`src/rtl/maq_pkg.sv`:
```
// Shared BCD digit types and digit limits for the minutes/seconds counter.
package maq_pkg;

    typedef logic [3:0] bcd_t;
    typedef logic [2:0] bcd6_t;

    localparam bcd_t  BCD_LSD_MAX  = 4'd9;
    localparam bcd6_t BCD6_MSD_MAX = 3'd5;

endpackage

```
`src/rtl/maq_bcd60.sv`:
```
// Two-digit BCD counter 00..59. The clear input wins over the increment input.
// wrap flags an increment taken while the count is 59.
module maq_bcd60
    import maq_pkg::*;
(
    input  logic       clock,
    input  logic       reset,
    input  logic       inc,
    input  logic       clr,
    output logic [3:0] lsd,
    output logic [2:0] msd,
    output logic       wrap
);

    bcd_t  lsd_q;
    bcd6_t msd_q;

    // reset is active low, matching the top-level reset.
    always_ff @(posedge clock or negedge reset) begin
        if (!reset) begin
            lsd_q <= '0;
            msd_q <= '0;
        end else if (clr) begin
            lsd_q <= '0;
            msd_q <= '0;
        end else if (inc) begin
            if (lsd_q == BCD_LSD_MAX) begin
                lsd_q <= '0;
                if (msd_q == BCD6_MSD_MAX) begin
                    msd_q <= '0;
                end else begin
                    msd_q <= msd_q + 3'd1;
                end
            end else begin
                lsd_q <= lsd_q + 4'd1;
            end
        end
    end

    assign wrap = inc && (lsd_q == BCD_LSD_MAX) && (msd_q == BCD6_MSD_MAX);
    assign lsd  = lsd_q;
    assign msd  = msd_q;

endmodule

```
`src/rtl/maq_ms.sv`:
```
// Minutes/seconds stage: 1 Hz prescaler, BCD seconds and minutes, manual minute
// set while stopped, seconds clear, and a registered hour-carry strobe.
module maq_ms
    import maq_pkg::*;
#(
    parameter int CLK_HZ = 50_000_000,
    parameter int PRE_W  = $clog2(CLK_HZ)
) (
    input  logic       maq_ms_clock,
    input  logic       maq_ms_reset,
    input  logic       maq_ms_run,
    input  logic       maq_ms_set_min,
    input  logic       maq_ms_clr_sec,
    output logic [3:0] maq_ms_sec_lsd,
    output logic [2:0] maq_ms_sec_msd,
    output logic [3:0] maq_ms_min_lsd,
    output logic [2:0] maq_ms_min_msd,
    output logic       maq_ms_tick_1hz,
    output logic       maq_ms_hour_carry
);

    logic [PRE_W-1:0] pre;
    logic             tick;
    logic             set_s1;
    logic             set_s2;
    logic             set_hist;
    logic             set_accept;
    logic             sec_wrap;
    logic             min_wrap;
    logic             min_inc;
    logic             tick_q;
    logic             carry_q;

    assign tick = (pre == PRE_W'(CLK_HZ - 1)) && maq_ms_run && !maq_ms_clr_sec;

    always_ff @(posedge maq_ms_clock or negedge maq_ms_reset) begin
        if (!maq_ms_reset) begin
            pre <= '0;
        end else if (maq_ms_clr_sec || tick) begin
            pre <= '0;
        end else if (maq_ms_run) begin
            pre <= pre + PRE_W'(1);
        end
    end

    // Flops reset high so a button held through reset release is not seen as a press.
    always_ff @(posedge maq_ms_clock or negedge maq_ms_reset) begin
        if (!maq_ms_reset) begin
            set_s1   <= 1'b1;
            set_s2   <= 1'b1;
            set_hist <= 1'b1;
        end else begin
            set_s1   <= maq_ms_set_min;
            set_s2   <= set_s1;
            set_hist <= set_s2;
        end
    end

    assign set_accept = set_s2 && !set_hist && !maq_ms_run;
    assign min_inc    = sec_wrap || set_accept;

    maq_bcd60 u_sec (
        .clock (maq_ms_clock),
        .reset (maq_ms_reset),
        .inc   (tick),
        .clr   (maq_ms_clr_sec),
        .lsd   (maq_ms_sec_lsd),
        .msd   (maq_ms_sec_msd),
        .wrap  (sec_wrap)
    );

    maq_bcd60 u_min (
        .clock (maq_ms_clock),
        .reset (maq_ms_reset),
        .inc   (min_inc),
        .clr   (1'b0),
        .lsd   (maq_ms_min_lsd),
        .msd   (maq_ms_min_msd),
        .wrap  (min_wrap)
    );

    // A manual minute wrap never reaches the hours stage; only a seconds carry does.
    always_ff @(posedge maq_ms_clock or negedge maq_ms_reset) begin
        if (!maq_ms_reset) begin
            tick_q  <= 1'b0;
            carry_q <= 1'b0;
        end else begin
            tick_q  <= tick;
            carry_q <= sec_wrap && min_wrap;
        end
    end

    assign maq_ms_tick_1hz   = tick_q;
    assign maq_ms_hour_carry = carry_q;

endmodule

```
`config.mk`:
```
export PLATFORM = sky130hd
export DESIGN_NAME = maq_ms
export DESIGN_NICKNAME = d
export VERILOG_FILES = /design/src/rtl/maq_pkg.sv /design/src/rtl/maq_bcd60.sv /design/src/rtl/maq_ms.sv
export SDC_FILE = /design/constraint.sdc
export NUM_CORES = 1
export LEC_CHECK = 0
export CAP_MARGIN = 30
export CORE_AREA = 5 5 72 68
export CTS_BUF_LIST = sky130_fd_sc_hd__clkbuf_2
export DETAILED_ROUTE_END_ITERATION = 12
export DIE_AREA = 0 0 77 73
export HOLD_SLACK_MARGIN = 0.05
export MAX_ROUTING_LAYER = met4
export PLACE_DENSITY = 0.76
export SLEW_MARGIN = 10
export SYNTH_ARGS = -nofsm -noshare
export SYNTH_HDL_FRONTEND = slang
export SYNTH_SLANG_ARGS = --single-unit
```
`constraint.sdc`:
```
create_clock -name maq_ms_clock -period 3.5 [get_ports maq_ms_clock]
set_input_delay 0.875 -clock maq_ms_clock [delete_from_list [all_inputs] [get_ports maq_ms_clock]]
set_output_delay 0.875 -clock maq_ms_clock [all_outputs]
set_load 0.005 [all_outputs]
```
==> flow_summary.json <==
{
  "firstDrtPassIters": 4,
  "fin_crit_ns": 2.50,
  "postSynthCellCount": 239,
  "antenna_found_initial": 0,
  "syn_nets": 247,
  "synth_top_family_by_area": "simple AND/OR/NAND/NOR gates",
  "grt-ovfl-total": 0,
  "synth_top_cell_by_area": "dfrtp_1",
  "placementRows": 23,
  "clk-insertion-delay-late_ns": 0.41,
  "hold_violations": 0,
  "cpPeakStageDelay_ns": 0.53,
  "routed_via_density": 5.67,
  "criticalPathCategory": "input pin to flop",
  "setup_violations": 0,
  "muxShareOfSynthArea_pct": 2.73,
  "cp_slowest_cell": "or4bb_1",
  "grt_pass1_vias": 1672,
  "startpoint_type": "input pin",
  "post-dp-hpwl_mm": 3.27,
  "cts.repair.resized": 0,
  "final_common_cell": "dfrtp_1",
  "wl_per_cell_um": 14.5,
  "ys_ff_latch": 45,
  "drive_above_1_share_pct": 9.85,
  "first_iter_violations": 71,
  "synth_seq_area_share_pct": 48.4,
  "die_y_um": 73,
  "drtAntennaViolNets": 0,
  "grt_first_pass_wirelength_mm": 7.96,
  "cts_root_buf": "clkbuf_2",
  "tns_ns": 0,
  "synth_fa_ha_area_share_pct": 1.61,
  "layout_common_cells": "dfrtp_1, nor2_1, clkdlybuf4s50_1",
  "path_max_fanout": 5,
  "path_cells": "clkdlybuf4s50_1 -> or4bb_1 -> nor2_1 -> nand3_1 -> a21oi_1 -> mux2_2",
  "layout.nets": 271,
  "grt_usage_pct": 18.1,
  "clk_pin_slew_worst_paths_ns": 0.23,
  "cts_sinks": 45,
  "p_leak_nw": 1.07,
  "yosysWarnings": 0,
  "synthTopCellsByArea": "dfrtp_1, nor2_1, xnor2_1, dfstp_2, xor2_1",
  "synth_xor_area_share_pct": 9.75,
  "htree_levels": 2,
  "required_ns": 3.84,
  "min_period_over_period_pct": 71.3,
  "fin_ws_ns": 1.00,
  "cp_top_family": "simple AND/OR/NAND/NOR gates",
  "fmax_ghz": 0.401,
  "slew_violations": 0,
  "final_util_pct": 64.4,
  "pre_cts_slack_ns": 0.530,
  "numCtsBuffers": 5,
  "clockBufferDepth": 2,
  "fin_area_um2": 2690,
  "worst_setup_path_end_kind": "flop",
  "cts_hold_buf": 0,
  "synth_compound_area_share_pct": 5.20,
  "placed_area_um2": 2600,
  "worstPathArrival_ns": 2.84,
  "drcViolationCount": 0,
  "die_w_um": 77,
  "yosysTopAreaCellShare_pct": 45.0,
  "ir_worst_vdd_mv": 0.332,
  "n_fill_cell": 350,
  "coreArea_um2": 4170,
  "initial_core_util_pct": 56.0,
  "dieArea_um2": 5620,
  "status": "finished clean",
  "cts_tree": "built",
  "holdCritPathClass": "flop to flop",
  "port_buffers": 20,
  "maxCapViolCount": 0,
  "relSlewSlack_pct": 63.7,
  "ys_types": 41,
  "grt_setup_unrepaired": "false",
  "grt_max_degree": 30,
  "cts_setup_buffers": 0,
  "area.growth.synth_to_final_pct": 15.2,
  "synth-simple-area-share_pct": 28.8,
  "clock-skew-final_ns": 0.0181,
  "p_per_area_nw_per_um2": 425,
  "dp_cells": 306,
  "wl_mm": 4.55,
  "critPathBufInv": 1,
  "antennaDiodeCount": 0,
  "num_vias": 1779,
  "pin_count": 21,
  "worst_pin_slew_ns": 0.540,
  "syn_area_per_cell_um2": 9.77,
  "synth_area_um2": 2330,
  "routabilityCongestion": 0.853,
  "fin_cells": 314
}
[sequential cells by signal, summed over array words and instances, names as in the netlist]
signal	flops
u_min.lsd	4
maq_ms_hour_carry	1
set_s1	1
u_sec.lsd	4
maq_ms_tick_1hz	1
u_min.msd	3
u_sec.msd	3
pre	26
set_hist	1
set_s2	1
[cells in the mapped netlist, drive strengths merged]
master,instances
a211oi,1
a21bo,1
a21oi,10
a22oi,1
a31oi,1
and2,1
and3,4
and4,2
buf,7
clkbuf,1
dfrtp,42
dfstp,3
ha,3
inv,10
mux2,3
mux2i,3
nand2,11
nand3,9
nand3b,1
nand4,12
nor2,41
nor2b,3
nor3,6
nor4,7
nor4b,5
nor4bb,2
o211ai,1
o21a,1
o21ai,5
or2,2
or2b,1
or3,9
or3b,1
or4,2
or4bb,1
xnor2,17
xor2,9
[worst reg2reg max path, cell delays in order, from the launching register on]
cell	delay, ns
dfrtp_1	0.50
nor4b_2	0.31
nand4_1	0.21
or3_1	0.55
or4_1	0.44
a21oi_1	0.17
[logic make-up (layout without fill, tap and decap cells)]
group / Yosys count / after routing
AO/OA/AOI/OAI: 21 / 21
XOR/XNOR: 26 / 26
adder cells (fa/ha/maj): 3 / 3
buffers and inverters: 18 / 43
flip-flops: 45 / 45
multiplexers: 6 / 6
AND/OR/NAND/NOR: 120 / 120
[per-layer routing]
metal	global-route usage (%)	vias to the layer above	routed length (µm)
met1	24.3	861	2110
met2	28.4	32	2180
met4	4.58	0	54
li1	-	879	-
met5	-	-	0
met3	3.95	7	207
[through the flow]
| stage | power [W] | hold slack (ns) |
|---|---|---|
| 6_report | 0.00114 | 0.350 |
| 4_1_cts | 0.00116 | 0.352 |
| 2_1_floorplan | 0.000696 | 0.345 |
| 5_1_grt | 0.00121 | 0.349 |
| 3_3_place_gp | 0.000794 | 0.347 |
| 3_5_place_dp | 0.000802 | 0.348 |
[report_power, final]
| part | internal (W) | total, W | switching (W) | leakage [nW] |
|---|---|---|---|---|
| Clock | 0.000191 | 0.000356 | 0.000165 | 0.0529 |
| Combinational | 0.000108 | 0.000191 | 0.0000828 | 0.414 |
| Sequential | 0.000558 | 0.000597 | 0.0000385 | 0.603 |
[path summary, 6_finish.rpt]
path | startpoint | end | slack [ns] | cells past startpoint
worst min-delay path | set_s1$_DFF_PN1_ | set_s2$_DFF_PN1_ | 0.35 | 0
worst max register to register | pre[8]$_DFFE_PN0P_ | u_sec.lsd[2]$_DFFE_PN0N_ | 1.25 | 5
worst min register to register | set_s1$_DFF_PN1_ | set_s2$_DFF_PN1_ | 0.35 | 0
max in group asynchronous | maq_ms_reset | set_s1$_DFF_PN1_ | 2.55 | 2
min in group asynchronous | maq_ms_reset | u_sec.lsd[2]$_DFFE_PN0N_ | 0.37 | 1
worst max-delay path | maq_ms_clr_sec | u_min.lsd[1]$_DFFE_PN0N_ | 1.00 | 6
[layout make-up]
class | instances | area [µm²] | area share (%)
Inverter | 10 | 37.5 | 1.40
Clock buffer | 5 | 25.0 | 0.931
Sequential cell | 45 | 1130 | 42.0
Timing Repair Buffer | 25 | 245 | 9.12
Clock inverter | 3 | 65.1 | 2.42
Tap cell | 50 | 62.6 | 2.33
Multi-Input combinational cell | 176 | 1120 | 41.8
Power figures use the tool's default switching activity.
